[src/rtl/fetch_pkg.sv]
// Shared types and constants for the fetch stage.
// Widths here are the defaults; the top can be overridden per build.
package fetch_pkg;

    localparam int A_DEF  = 12;
    localparam int W_DEF  = 9;
    localparam int CW_DEF = 16;

    localparam logic [W_DEF-1:0] HALT_OP = '1;

    typedef enum logic [1:0] {
        IDLE   = 2'd0,
        RUN    = 2'd1,
        HALTED = 2'd2
    } fetch_state_e;

endpackage

[src/rtl/sat_counter.sv]
// Saturating up-counter with synchronous clear and enable.
// Clear wins over enable; the count sticks at all ones.
module sat_counter #(
    parameter int CW = 16
) (
    input  logic          clk_i,
    input  logic          rst_i,
    input  logic          clr_i,
    input  logic          en_i,
    output logic [CW-1:0] count_o
);

    logic [CW-1:0] count_q;
    logic [CW-1:0] count_d;

    always_comb begin
        count_d = count_q;
        if (clr_i) begin
            count_d = '0;
        end else if (en_i && (count_q != {CW{1'b1}})) begin
            count_d = count_q + 1'b1;
        end
    end

    always_ff @(posedge clk_i) begin
        if (rst_i) begin
            count_q <= '0;
        end else begin
            count_q <= count_d;
        end
    end

    assign count_o = count_q;

endmodule

[src/rtl/inst_fetch.sv]
// PC and run/idle/halt sequencing in front of a combinational ROM.
// Keeps a saturating count of retired instructions.
module inst_fetch
    import fetch_pkg::*;
#(
    parameter int A  = A_DEF,
    parameter int W  = W_DEF,
    parameter int CW = CW_DEF
) (
    input  logic          Clk,
    input  logic          Reset,
    input  logic          Start,
    input  logic [W-1:0]  InstIn,
    input  logic          BranchEn,
    input  logic          BranchTaken,
    input  logic          BranchAbs,
    input  logic [A-1:0]  Target,
    output logic [A-1:0]  InstAddress,
    output logic          Running,
    output logic          Halt,
    output logic [CW-1:0] InstCount
);

    fetch_state_e state_q;
    fetch_state_e state_d;
    logic [A-1:0] pc_q;
    logic [A-1:0] pc_d;
    logic         cnt_clr;
    logic         cnt_en;
    logic         is_halt;
    logic         br_take;

    assign is_halt = (InstIn == {W{1'b1}});
    assign br_take = BranchEn & BranchTaken;

    always_comb begin
        state_d = state_q;
        pc_d    = pc_q;
        cnt_clr = 1'b0;
        cnt_en  = 1'b0;
        unique case (state_q)
            IDLE: begin
                pc_d = '0;
                if (Start) begin
                    state_d = RUN;
                    cnt_clr = 1'b1;
                end
            end
            RUN: begin
                // Every instruction seen in RUN retires, halt included.
                cnt_en = 1'b1;
                if (is_halt) begin
                    state_d = HALTED;
                end else if (br_take) begin
                    pc_d = BranchAbs ? Target : pc_q + Target;
                end else begin
                    pc_d = pc_q + 1'b1;
                end
            end
            HALTED: begin
                if (Start) begin
                    state_d = RUN;
                    pc_d    = '0;
                    cnt_clr = 1'b1;
                end
            end
            default: begin
                state_d = IDLE;
                pc_d    = '0;
            end
        endcase
    end

    always_ff @(posedge Clk) begin
        if (Reset) begin
            state_q <= IDLE;
            pc_q    <= '0;
        end else begin
            state_q <= state_d;
            pc_q    <= pc_d;
        end
    end

    sat_counter #(
        .CW(CW)
    ) u_count (
        .clk_i  (Clk),
        .rst_i  (Reset),
        .clr_i  (cnt_clr),
        .en_i   (cnt_en),
        .count_o(InstCount)
    );

    assign InstAddress = pc_q;
    assign Running     = (state_q == RUN);
    assign Halt        = (state_q == HALTED);

endmodule
[config.mk]
export PLATFORM = sky130hd
export DESIGN_NAME = inst_fetch
export DESIGN_NICKNAME = d
export VERILOG_FILES = /design/src/rtl/fetch_pkg.sv /design/src/rtl/sat_counter.sv /design/src/rtl/inst_fetch.sv
export SDC_FILE = /design/constraint.sdc
export NUM_CORES = 1
export LEC_CHECK = 0
export ABC_AREA = 1
export CORE_MARGIN = 2
export CORE_UTILIZATION = 46
export CTS_BUF_LIST = sky130_fd_sc_hd__clkbuf_16
export CTS_CLUSTER_DIAMETER = 60
export DETAILED_ROUTE_END_ITERATION = 10
export GPL_TIMING_DRIVEN = 0
export MAX_ROUTING_LAYER = met4
export PLACE_DENSITY = 0.77
export SYNTH_ARGS = -nofsm -noshare
export SYNTH_HDL_FRONTEND = slang
export SYNTH_SLANG_ARGS = --single-unit
[constraint.sdc]
create_clock -name Clk -period 1.75 [get_ports Clk]
set_input_delay 0.2625 -clock Clk [delete_from_list [all_inputs] [get_ports Clk]]
set_output_delay 0.2625 -clock Clk [all_outputs]
set_load 0.01 [all_outputs]
Yosys cells after proc, flatten, opt, wreduce, memory -nomap -nowiden
Cells that the tools add are included.
Widths: inputs -> output; s select.
{"block": "totals", "out_inout_bits": 30, "inputBits": 27, "word_cells": 32, "ff_bits": 30}
{"block": "op_classes", "addsub": 3, "n_eq_ne": 8, "bitwise": 1, "n_reduce_logical": 6, "mux": 11}
{"cell": "$mux 12", "count": 4}
{"cell": "$pmux 12 s2", "count": 1}
{"cell": "$add 16x1->16 const B", "count": 1}
{"cell": "$ne 16x16->1 const B", "count": 1}
{"cell": "$add 12x1->12 const B", "count": 1}
{"cell": "$add 12x12->12", "count": 1}
{"cell": "$eq 9x9->1 const B", "count": 1}
{"cell": "$mux 2", "count": 2}
{"cell": "$ne 2x1->1 const B", "count": 2}
{"cell": "$ne 2x2->1 const B", "count": 2}
{"cell": "$pmux 2 s2", "count": 1}
{"cell": "$reduce_and 2->1", "count": 2}
{"cell": "$reduce_or 2->1", "count": 2}
{"cell": "$mux 1", "count": 3}
{"cell": "$eq 2x1->1 const B", "count": 1}
{"cell": "$eq 2x2->1 const B", "count": 1}
{"cell": "$logic_not 2->1", "count": 1}
{"cell": "$and 1x1->1", "count": 1}
{"cell": "$logic_and 1x1->1", "count": 1}

Logic depth before layout (Yosys ltp)
Gate-level depths: netlist of the first run.
{"block": "logic_depth", "word_depth": 5, "depth_mapped": 12, "depth_no_buf": 12}

Modules after synthesis
A second synthesis of the first run with hierarchy kept.
{"block": "unflattened", "cells_unflattened": 443, "area_unflattened_um2": 2623.8}
{"mod": "inst_fetch", "cells_per_inst": 287, "instances": 1, "seq_area_each_um2": 280.3, "area_each_um2": 1619.1}
{"mod": "sat_counter", "cells_per_inst": 156, "instances": 1, "seq_area_each_um2": 320.3, "area_each_um2": 1004.7}

Worst setup path before layout of the first run
OpenSTA, ideal clock, no wires.
{"block": "synth_timing", "path_type": "reg-to-reg", "start": "register pc_q[0] (netlist: InstAddress[0])", "end": "register pc_q[4] (netlist: InstAddress[4])", "stages_incl_launch_ff": 10, "arrival_time_ns": 1.573, "setup_time_ns": 0.113, "path_buffers": 0, "path_slack_ns": 0.064, "cell_sequence": "dfxtp_1 > ha_1 > fa_1 > nand2_1 > nand3_1 > nand2_1 > xor2_1 > o21ai_0 > nand3_1 > nand2_1"}
{"block": "synth_between", "elab_chain_len": 5, "elab_cells_between_ends": 6}
{"element": "from (decl)", "line_no": "inst_fetch.sv:26", "rtl": "logic [A-1:0] pc_q;"}
{"element": "from (signal assigned)", "line_no": "inst_fetch.sv:80", "rtl": "pc_q <= pc_d;"}
{"element": "$add 12x12->12", "line_no": "inst_fetch.sv:55", "rtl": "pc_d = BranchAbs ? Target : pc_q + Target;"}
{"element": "$mux 12", "line_no": "inst_fetch.sv:55"}
{"element": "$mux 12 (*)", "line_no": "inst_fetch.sv:54", "rtl": "end else if (br_take) begin"}
{"element": "$mux 12 (*)", "line_no": "inst_fetch.sv:52", "rtl": "if (is_halt) begin"}
{"element": "$pmux 12 s2 (*)", "line_no": "inst_fetch.sv:41", "rtl": "unique case (state_q)"}
Every way passes the cells marked *; elsewhere a longest branch is shown, timed or not. The select of a mux whose other input is x is not followed.
A chain may end at the register's enable or synchronous reset.

Final worst setup path of the first run
{"block": "layout_timing", "start": "register pc_q[8] (netlist: InstAddress[8])", "end": "register pc_q[9] (netlist: InstAddress[9])"}
The elaborated chain is that of the path after synthesis.

==> summary.md, run 1 <==
| Metric | Value |
|---|---|
| Hpwl dp | `5218 um` |
| DP Area | `3154 um2` |
| Int Pwr | `1395 uW` |
| Final Hold Viols | `0` |
| Syn_area_per_cell | `5.991 um2` |
| FMAX | `571.9 MHz` |
| Worst Path Max Fanout | `6` |
| CP startpoint kind | `flop` |
| Crit path capture type | `flop` |
| Worst Path Buf+Inv | `1` |
| Period Utilization, post-route | `99.92%` |
| IR drop worst, VDD | `573.3 uV` |
| Synthesized area | `2516 um2` |
| Die area | `6078 um2` |
| Setup violators final | `0` |
| Routed WL per cell | `12.82 um` |
| Core footprint | `5205 um2` |
| CP required | `1.92 ns` |
| Leakage power | `0.001455 uW` |
| Largest net degree at the start of global routing | `11` |
| Synth top area cells | `dfxtp_1, nand2_1, inv_1, nand3_1, ha_1` |
| TritonCTS clock tree | `done` |
| Switching Share | `27.09%` |
| Final Routed Wirelength | `7102 um` |
| Yosys top cell by area | `dfxtp_1` |
| GR Util met3 | `4.419%` |
| Arrival time worst endpoint | `1.92 ns` |
| Clk pwr share | `40.9%` |
| Setup Crit Path Kind | `flop to flop` |
| Drt pass-1 iters | `4` |
| Slowest-stage cell, CP | `dfxtp_1` |
| Worst slew pin tran | `0.6030 ns` |
| Num ports | `57` |
| Met2 Resource Use GR | `36.38%` |
| Slew Limit Fails | `0` |
| CTS H-tree lvls | `2` |
| ANT cells | `0` |
| Post-layout nets | `525` |
| Synthesized Nets | `461` |
| Logic pwr share | `21.0%` |
| # rows | `26` |
| Clock net sink count | `30` |
| Final Critical Period | `1.749 ns` |
| First-pass GRT wire length | `11340 um` |
| Antenna-violating nets left | `0` |
| Pwr Total | `1913 uW` |
| Gpl congestion | `0.9808` |
| Layer with the highest usage | `met2` |
| Tot GR Track Use | `23.63%` |
| DR vias | `2881` |
| Power density over the cells | `550.6 nW/um2` |
| Clk buf depth | `2` |
| # DRC | `0` |
| Clock Pin Slew Worst Setup and Hold Paths | `0.05 ns` |
| Number of synthesis warnings | `0` |
| Synth cell types | `33` |
| Sequential fraction of the synthesis area | `23.87%` |
| Port buffer count | `55` |
| GRT met1 Usage | `32.64%` |
| Die width | `77.96 um` |
| Setup ws final | `0.001353 ns` |
| Vias in the first global route | `2462` |
| Num CTS Buffers | `5` |
| Crit path cell chain | `ha_4, nand2_1, inv_1, a21oi_1, nand4_1, nand3_1, nand2_1, nand2_1, nand2_1` |
| Die height | `77.96 um` |
| Maxcap violations | `0` |
| Normalized max-slew margin | `59.80%` |
| Synth-to-layout area growth | `38.09%` |
| Remaining Overflow, GRT | `0` |
| Sw Pwr | `518.1 uW` |
| Synth top area share | `23.87%` |
| Status | `finished clean` |
| Sequential power share | `38.0%` |
| Slowest cell delay on critical path | `0.50 ns` |
| Share of cells above drive strength 1 | `10.74%` |
| Pre-CTS setup slack | `-0.4655 ns` |
| Worst skew pair latency | `0.27 ns` |
| CP dominant cell by count | `nand2_1` |
| Vias per cell | `5.200` |
| CP delay by family, top | `simple AND/OR/NAND/NOR gates` |
| Initial Util | `48.34%` |
| Hold Path Class | `input port to flop` |
| TNS Setup | `0 ns` |
| Antenna violations before repair | `0` |
| Flops & latches, synth | `30` |
| Post-route cell area | `3475 um2` |
| CTS Root Cell | `clkbuf_16` |
| 1st-iter DRT viols | `131` |
| Clk_skew | `0.003031 ns` |
| Final core utilization | `66.75%` |
| Synth Instances | `420` |
worst reg2reg max path: stages (launching register included):
cell and delay, ns:
dfxtp_1 0.50, ha_4 0.27, nand2_1 0.12, inv_1 0.06
a21oi_1 0.20, nand4_1 0.15, nand3_1 0.15, nand2_1 0.09
nand2_1 0.07, nand2_1 0.04
Yosys cell counts:
cell	n
a211oi_1	1
buf_8	1
o22ai_1	2
nor2_1	34
a21oi_2	4
nand2_4	1
or2_2	1
ha_1	13
clkbuf_1	4
nor3_1	7
o21bai_1	1
nand3_1	37
buf_6	1
clkinv_1	1
nand2_1	149
a21oi_1	31
o211ai_1	1
nand4_1	7
nor3_4	2
inv_2	1
nand2_2	1
xor2_1	5
nor2_2	1
xnor2_1	7
nand3_2	2
inv_1	52
dfxtp_1	30
fa_1	1
nand3b_1	4
buf_4	1
o21ai_0	14
a21o_1	1
o21ai_1	2
per-layer routing:
| layer | wire length, um | share of wire [%] |
|---|---|---|
| met5 | 0 | 0 |
| met4 | 61 | 0.86 |
| met3 | 523 | 7.4 |
| met2 | 3197 | 45 |
| met1 | 3319 | 47 |
power by group through the flow:
stage | Sequential [uW] | Combinational, uW | Clock, uW
2_1_floorplan | 735 | 213 | 0
3_3_place_gp | 734 | 357 | 0
3_5_place_dp | 735 | 363 | 0
4_1_cts | 722 | 372 | 792
5_1_grt | 729 | 443 | 827
6_report | 727 | 403 | 783
flip-flops by register name, indices dropped and copies added, names as in the netlist:
register	cells
state_q	2
u_count.count_o	16
InstAddress	12
through the flow:
step | std cells | hold WS (ns)
3_5_place_dp | 545 | 0.4991
4_1_cts | 554 | 0.5090
5_1_grt | 554 | 0.4895
6_report | 554 | 0.4345
2_1_floorplan | 420 | 0.3736
3_3_place_gp | 545 | 0.4866
layout make-up:
cell class,count,area (um2)
fill,482,1730
multi-input combinational,329,1810
buffer,7,48.80
inverter,54,202.7
clock buffer,5,125.1
tap,70,87.58
sequential,30,611.8
timing repair buffer,57,580.6
clock inverter,2,7.507
worst paths after layout:
check,startpoint,end,slack [ns],depth (start not counted)
worst max-delay path,InstAddress[8],InstAddress[9],0.001,9
worst max register to register,InstAddress[8],InstAddress[9],0.001,9
worst min-delay path,Target[5],InstAddress[5],0.43,5
worst min register to register,u_count.count_o[1],u_count.count_o[1],0.50,2
cells in the final DEF, fill, tap and decap left out, types with 2 or more instances in the layout:
master and n:
clkbuf_1 4, nor2_2 3, inv_1 54, dlymetal6s2s_1 6, o21ai_0 12, clkbuf_16 5
clkdlybuf4s50_1 49, ha_2 3, nand3_1 34, nor2_1 31, nand4_1 7, dfxtp_1 21
nor3_1 6, buf_4 3, ha_1 2, nand2_1 149, ha_4 8, nand3_2 5
xor2_1 5, nor3_4 2, o21ai_1 4, o22ai_1 2, dfxtp_2 9, xnor2_1 7
nand3b_1 4, a21oi_1 30, a21oi_2 5
repair_timing:
item	in CTS	in global routing
buffers inserted	2	0
hold endpoints to repair	0	0
pin swaps	1	2
hold buffers	0	0
setup endpoints to repair	6	23
gates cloned	0	0
resized for setup	9	29
kinds of logic after synthesis:
logic type | Yosys count | synth area share [%]
compound gates | 57 | 12.43
xor+xnor | 12 | 4.177
simple gates | 246 | 42.27
buf+inv | 61 | 9.995
fa+ha+maj | 14 | 7.260
flops | 30 | 23.87
Power figures use the tool's default switching activity.
==> inputs of run 2 (changes only) <==
Settings changed: GPL_TIMING_DRIVEN 0 to default.
==> summary.md, run 2 (synthesized netlist as in run 1, its figures left out) <==
| Metric | Value |
|---|---|
| Status | `finished clean` |
| Switching Share | `27.54% (+0.45 points)` |
| Placed Cells incl. Taps | `571 (+4.8%)` |
| Most common cell after layout, fill and taps aside | `nand2_1` |
| Largest net degree at the start of global routing | `16 (+5)` |
| RSZ-0062 raised after global routing | `false` |
| CTS H-tree lvls | `2 (unchanged)` |
| Leakage power | `0.001611 uW (+11%)` |
| Power density over the cells | `533.3 nW/um2 (-3.1%)` |
| Slowest cell delay on critical path | `0.49 ns (about the same)` |
| Setup Crit Path Kind | `input port to flop` |
| Remaining Overflow, GRT | `0 (unchanged)` |
| Int Pwr | `1431 uW (+2.6%)` |
| CP required | `1.96 ns (+0.04 ns)` |
| Antenna violations before repair | `0 (unchanged)` |
| Crit path cell chain | `clkdlybuf4s50_1, ha_1, nand3_1, nand3_2, xnor2_1, o21ai_0, nand3_1, o21ai_0` |
| Pwr Total | `1975 uW (+3.2%)` |
| IR drop worst, VDD | `491.4 uV (-14%)` |
| Sw Pwr | `543.9 uW (+5.0%)` |
| Core footprint | `5205 um2 (unchanged)` |
| Worst skew pair latency | `0.28 ns (about the same)` |
| Vias per cell | `5.246 (+0.88%)` |
| Vias in the first global route | `2562 (+4.1%)` |
| Routed WL per cell | `12.51 um (-2.4%)` |
| Synth-to-layout area growth | `47.19%` |
| Finished Layout Cells | `581 (+4.9%)` |
| CTS Hold Bufs | `0 (unchanged)` |
| FMAX | `585.8 MHz (+2.4%)` |
| First-pass GRT wire length | `11670 um (+2.9%)` |
| Die width | `77.96 um (unchanged)` |
| Normalized max-slew margin | `75.84% (+16 points)` |
| DP Area | `3368 um2 (+6.8%)` |
| Die height | `77.96 um (unchanged)` |
| Post-layout nets | `551 (+5.0%)` |
| Arrival time worst endpoint | `1.91 ns (about the same)` |
| TritonCTS clock tree | `done` |
| CP startpoint kind | `input port` |
| Final Critical Period | `1.707 ns (-0.04161 ns)` |
| Setup violators final | `0 (unchanged)` |
| Antenna-violating nets left | `0 (unchanged)` |
| Post-route cell area | `3704 um2 (+6.6%)` |
| Clk buf depth | `2 (unchanged)` |
| Hpwl dp | `5543 um (+6.2%)` |
| Clock net sink count | `30 (unchanged)` |
| Port buffer count | `56 (+1.8%)` |
| Share of cells above drive strength 1 | `15.46% (+4.7 points)` |
| CTS Root Cell | `clkbuf_16` |
| ANT cells | `0 (unchanged)` |
| Initial Util | `48.34% (unchanged)` |
| TNS Setup | `0 ns (unchanged)` |
| Clock Pin Slew Worst Setup and Hold Paths | `0.05 ns (about the same)` |
| Sequential power share | `36.2% (-1.8 points)` |
| Slew Limit Fails | `0 (unchanged)` |
| Layout fillers | `449 (-6.8%)` |
| Crit path capture type | `flop` |
| 1st-iter DRT viols | `175 (+34%)` |
| Drt pass-1 iters | `5 (+1)` |
| Most frequent cells in the layout | `nand2_1, inv_1, clkdlybuf4s50_1` |
| Logic pwr share | `22.9% (+1.9 points)` |
| Num CTS Buffers | `5 (unchanged)` |
| Tot GR Track Use | `24.17% (+0.53 points)` |
| Gpl congestion | `0.9820 (+0.12%)` |
| DR vias | `3048 (+5.8%)` |
| Num ports | `57 (unchanged)` |
| Worst Path Max Fanout | `4 (-2)` |
| Die area | `6078 um2 (unchanged)` |
| Worst slew pin tran | `0.3596 ns (-0.2434 ns)` |
| Final Hold Viols | `0 (unchanged)` |
| Slowest-stage cell, CP | `clkdlybuf4s50_1` |
| Largest register FFs | `16 (unchanged)` |
| # DRC | `0 (unchanged)` |
| Period Utilization, post-route | `97.54% (-2.4 points)` |
| # rows | `26 (unchanged)` |
| Clk pwr share | `40.9% (about the same)` |
| Hold Path Class | `input port to flop` |
| Clk_skew | `0.004215 ns (+0.001184 ns)` |
| Final Routed Wirelength | `7268 um (+2.3%)` |
| Maxcap violations | `0 (unchanged)` |
==> run 2: metal layers <==
metal | GRT usage, % | part of all wire (%) | wire, um
met1 | 33.41 | 46 | 3348
met2 | 36.90 | 46 | 3320
met3 | 4.186 | 7.3 | 530
met4 | 5.789 | 0.94 | 68
met5 | - | 0 | 0
==> run 2: final cells by class <==
| class | count | area [um2] | share of cell area, % |
|---|---|---|---|
| timing repair buffer | 90 | 840.8 | 22.70 |
| clock inverter | 3 | 12.51 | 0.3378 |
| sequential | 30 | 601.8 | 16.25 |
| clock buffer | 5 | 125.1 | 3.378 |
| multi-input combinational | 329 | 1831 | 49.43 |
| tap | 70 | 87.58 | 2.365 |
| inverter | 54 | 205.2 | 5.541 |
==> run 2: critical path: cells and delay by family <==
kind,cells,cell delay (ns)
buf+inv,1,0.49
compound gates,2,0.34
xor+xnor,1,0.15
simple gates,3,0.32
fa+ha+maj,1,0.35
==> run 2: stage by stage <==
step,util (%),hold slack [ns],setup slack [ns]
floorplan,-,0.3736,0.06412
global placement,64.71,0.4835,-0.3170
detailed placement,64.71,0.4993,-0.3624
CTS,67.79,0.5071,0.007059
global route,71.15,0.4688,0.003129
finish,71.15,0.4238,0.04297
==> run 2: power by group through the flow <==
stage	Clock, uW	Sequential [uW]	Combinational [uW]
6_report	807	715	453
5_1_grt	856	716	497
4_1_cts	817	712	419
3_5_place_dp	0	726	412
3_3_place_gp	0	726	404
2_1_floorplan	0	735	213
==> run 2: timing repair <==
action                                 CTS  global route
gates resized for setup                  6            31
endpoints found under the hold margin    0             0
setup endpoints to repair                5            16
setup buffers                            0             2
pin swaps                                2             6
==> run 2: path summary, 6_finish.rpt <==
kind / startpoint / end / slack, ns / cells after the start
setup / recovery: Target[1] / InstAddress[3] / 0.04 / 8
hold / removal: Target[5] / InstAddress[5] / 0.42 / 5
setup reg to reg: InstAddress[8] / InstAddress[9] / 0.12 / 9
hold reg to reg: u_count.count_o[3] / u_count.count_o[3] / 0.51 / 2
==> inputs of run 3 (changes only) <==
Settings changed: SETUP_SLACK_MARGIN from default to 0.3.
==> summary.md, run 3 (synthesized netlist as in run 1, its figures left out) <==
| Metric | Value |
|---|---|
| Setup Crit Path Kind | `flop to flop` |
| Remaining Overflow, GRT | `0 (unchanged)` |
| TritonCTS clock tree | `done` |
| Maxcap violations | `0 (unchanged)` |
| Worst hold path endpoint | `u_count.count_o[3]` |
| # DRC | `0 (unchanged)` |
| CP startpoint kind | `flop` |
| Worst slew pin tran | `0.2950 ns (-0.06466 ns)` |
| Power density over the cells | `498.0 nW/um2 (-6.6%)` |
| RSZ-0062 raised after global routing | `true` |
| Share of cells above drive strength 1 | `35.46% (+20 points)` |
| Crit path capture type | `flop` |
| Tot GR Track Use | `28.71% (+4.5 points)` |
| WHS | `0.4912 ns (+0.06736 ns)` |
| Post-layout nets | `573 (+4.0%)` |
| Clock net sink count | `30 (unchanged)` |
| Final Hold Viols | `0 (unchanged)` |
| Num CTS Buffers | `5 (unchanged)` |
| Port buffer count | `56 (unchanged)` |
| Setup violators final | `1 (+1)` |
| CTS Root Cell | `clkbuf_16` |
| Vias per cell | `5.738 (+9.4%)` |
| HP Start | `u_count.count_o[3]` |
| CP dominant cell by count | `nand2_1` |
| Die width | `77.96 um (unchanged)` |
| Worst Path Max Fanout | `4 (unchanged)` |
| R2r setup slk | `-0.05 ns (-0.17 ns)` |
| CTS H-tree lvls | `2 (unchanged)` |
| FMAX | `555.4 MHz (-5.2%)` |
| Cells on Worst Hold Path | `2 (-3)` |
| Worst skew pair latency | `0.28 ns (about the same)` |
| Initial Util | `48.34% (unchanged)` |
| Antenna-violating nets left | `0 (unchanged)` |
| Clk buf depth | `2 (unchanged)` |
| CTS Hold Bufs | `0 (unchanged)` |
| Normalized max-slew margin | `80.26% (+4.4 points)` |
| IR drop worst, VDD | `483.0 uV (-1.7%)` |
| Period Utilization, post-route | `102.9% (+5.3 points)` |
| Largest net degree at the start of global routing | `16 (unchanged)` |
| Critical R2R Launch | `InstAddress[0]` |
| Most common cell after layout, fill and taps aside | `nand2_1` |
| CP required | `1.92 ns (-0.04 ns)` |
| 1st-iter DRT viols | `235 (+34%)` |
| Antenna violations before repair | `0 (unchanged)` |
| ANT cells | `0 (unchanged)` |
| Most frequent cells in the layout | `nand2_1, buf_4, inv_1` |
| Placed Cells incl. Taps | `575 (+0.70%)` |
| Setup ws final | `-0.05062 ns (-0.09359 ns)` |
| Num ports | `57 (unchanged)` |
| Status | `finished, violations left` |
| Die height | `77.96 um (unchanged)` |
| Arrival time worst endpoint | `1.97 ns (+0.06 ns)` |
| Routed WL per cell | `16.44 um (+31%)` |
| Largest register FFs | `16 (unchanged)` |
| Leakage power | `0.001932 uW (+20%)` |
| Crit path cell chain | `ha_4, fa_2, nand2_2, nand3_2, nand2_1, xor2_1, o21ai_1, nand3_1, nand2_1` |
| First-pass GRT wire length | `13820 um (+18%)` |
| # rows | `26 (unchanged)` |
| Core footprint | `5205 um2 (unchanged)` |
| DR vias | `3460 (+14%)` |
| Reg2reg end | `InstAddress[4]` |
| Synth-to-layout area growth | `69.07%` |
| Slew Limit Fails | `0 (unchanged)` |
| Slowest cell delay on critical path | `0.38 ns (-0.11 ns)` |
| Vias in the first global route | `3019 (+18%)` |
| Final Routed Wirelength | `9915 um (+36%)` |
| Hold Path Class | `flop to flop` |
| Clock Pin Slew Worst Setup and Hold Paths | `0.05 ns (about the same)` |
| Final Critical Period | `1.801 ns (+0.09359 ns)` |
| Drt pass-1 iters | `5 (unchanged)` |
| Die area | `6078 um2 (unchanged)` |
| FF-to-FF path depth | `9 (unchanged)` |
| Clk_skew | `0.003700 ns (-0.0005152 ns)` |
| Slowest-stage cell, CP | `fa_2` |
| Gpl congestion | `0.8870 (-9.7%)` |
| Hpwl dp | `5710 um (+3.0%)` |
| Failing checks | `setup timing` |
| Finished Layout Cells | `603 (+3.8%)` |
[run 3: cell count changes in the layout (fill, tap and decap cells not counted), moves of 7 or more]
cell and delta:
a21oi_2 +8, dlygate4sd2_1 +37, nor2_1 -7, buf_4 +16, nand2_2 +25, nand3_2 +8, dfxtp_1 -17, a21oi_1 -8
nand2_1 -29, dfxtp_2 +11, clkdlybuf4s50_1 -35, nand3_1 -13
[run 3: worst max-delay path: cells and delay by family (launching register included)]
kind / cells / cell delay (ns)
fa+ha+maj: 2 / 0.54
flops: 1 / 0.35
xor+xnor: 1 / 0.21
compound gates: 1 / 0.11
simple gates: 5 / 0.48
[run 3: what timing repair did]
action / CTS / global route
resized for setup: 122 / 62
endpoints found under the setup margin: 54 / 32
setup buffers: 14 / 5
pin swaps: 39 / 40
gates cloned: 1 / 0
[run 3: worst max-delay path by stage]
stage                   startpoint        endpoint  slack [ns]  cells after the start
floorplan           InstAddress[0]  InstAddress[4]        0.22                      9
global placement         Target[7]  InstAddress[9]       -0.29                     11
detailed placement       Target[0]  InstAddress[4]       -0.31                     10
CTS                 InstAddress[0]  InstAddress[4]        0.13                      9
global route        InstAddress[0]  InstAddress[4]       -0.08                      9
finish              InstAddress[0]  InstAddress[4]       -0.05                      9
[run 3: per-stage QoR]
stage | total power, uW | instance area [um2] | setup TNS [ns] | util [%] | setup WS, ns
global route | 2197 | 4254 | -0.1375 | 81.73 | -0.07723
detailed placement | 1152 | 3438 | -2.299 | 66.06 | -0.3083
floorplan | 954.2 | 2556 | 0 | - | 0.2172
global placement | 1144 | 3438 | -2.005 | 66.06 | -0.2904
CTS | 2033 | 3978 | 0 | 76.42 | 0.1321
finish | 2118 | 4254 | -0.05062 | 81.73 | -0.05062
[run 3: cell type report]
cell class	instances	area, um2
timing repair inverter	1	11.26
sequential	30	638.1
fill	328	950.9
multi-input combinational	329	2197
inverter	54	210.2
tap	70	87.58
clock buffer	5	125.1
timing repair buffer	111	972.2
clock inverter	3	12.51
[run 3: power by group]
part	switching [uW]	total (uW)	internal, uW	leakage, uW
Sequential	20.8	716	695	0.000253
Clock	311	825	513	0.0000724
Combinational	315	578	263	0.00161
[run 3: metal layers]
metal / global-route usage [%] / routed length, um / up-vias
met5: - / 0 / -
met4: 7.895 / 386 / 0
met3: 5.000 / 804 / 51
met2: 46.98 / 4825 / 199
met1: 36.66 / 3899 / 1628
li1: - / - / 1582
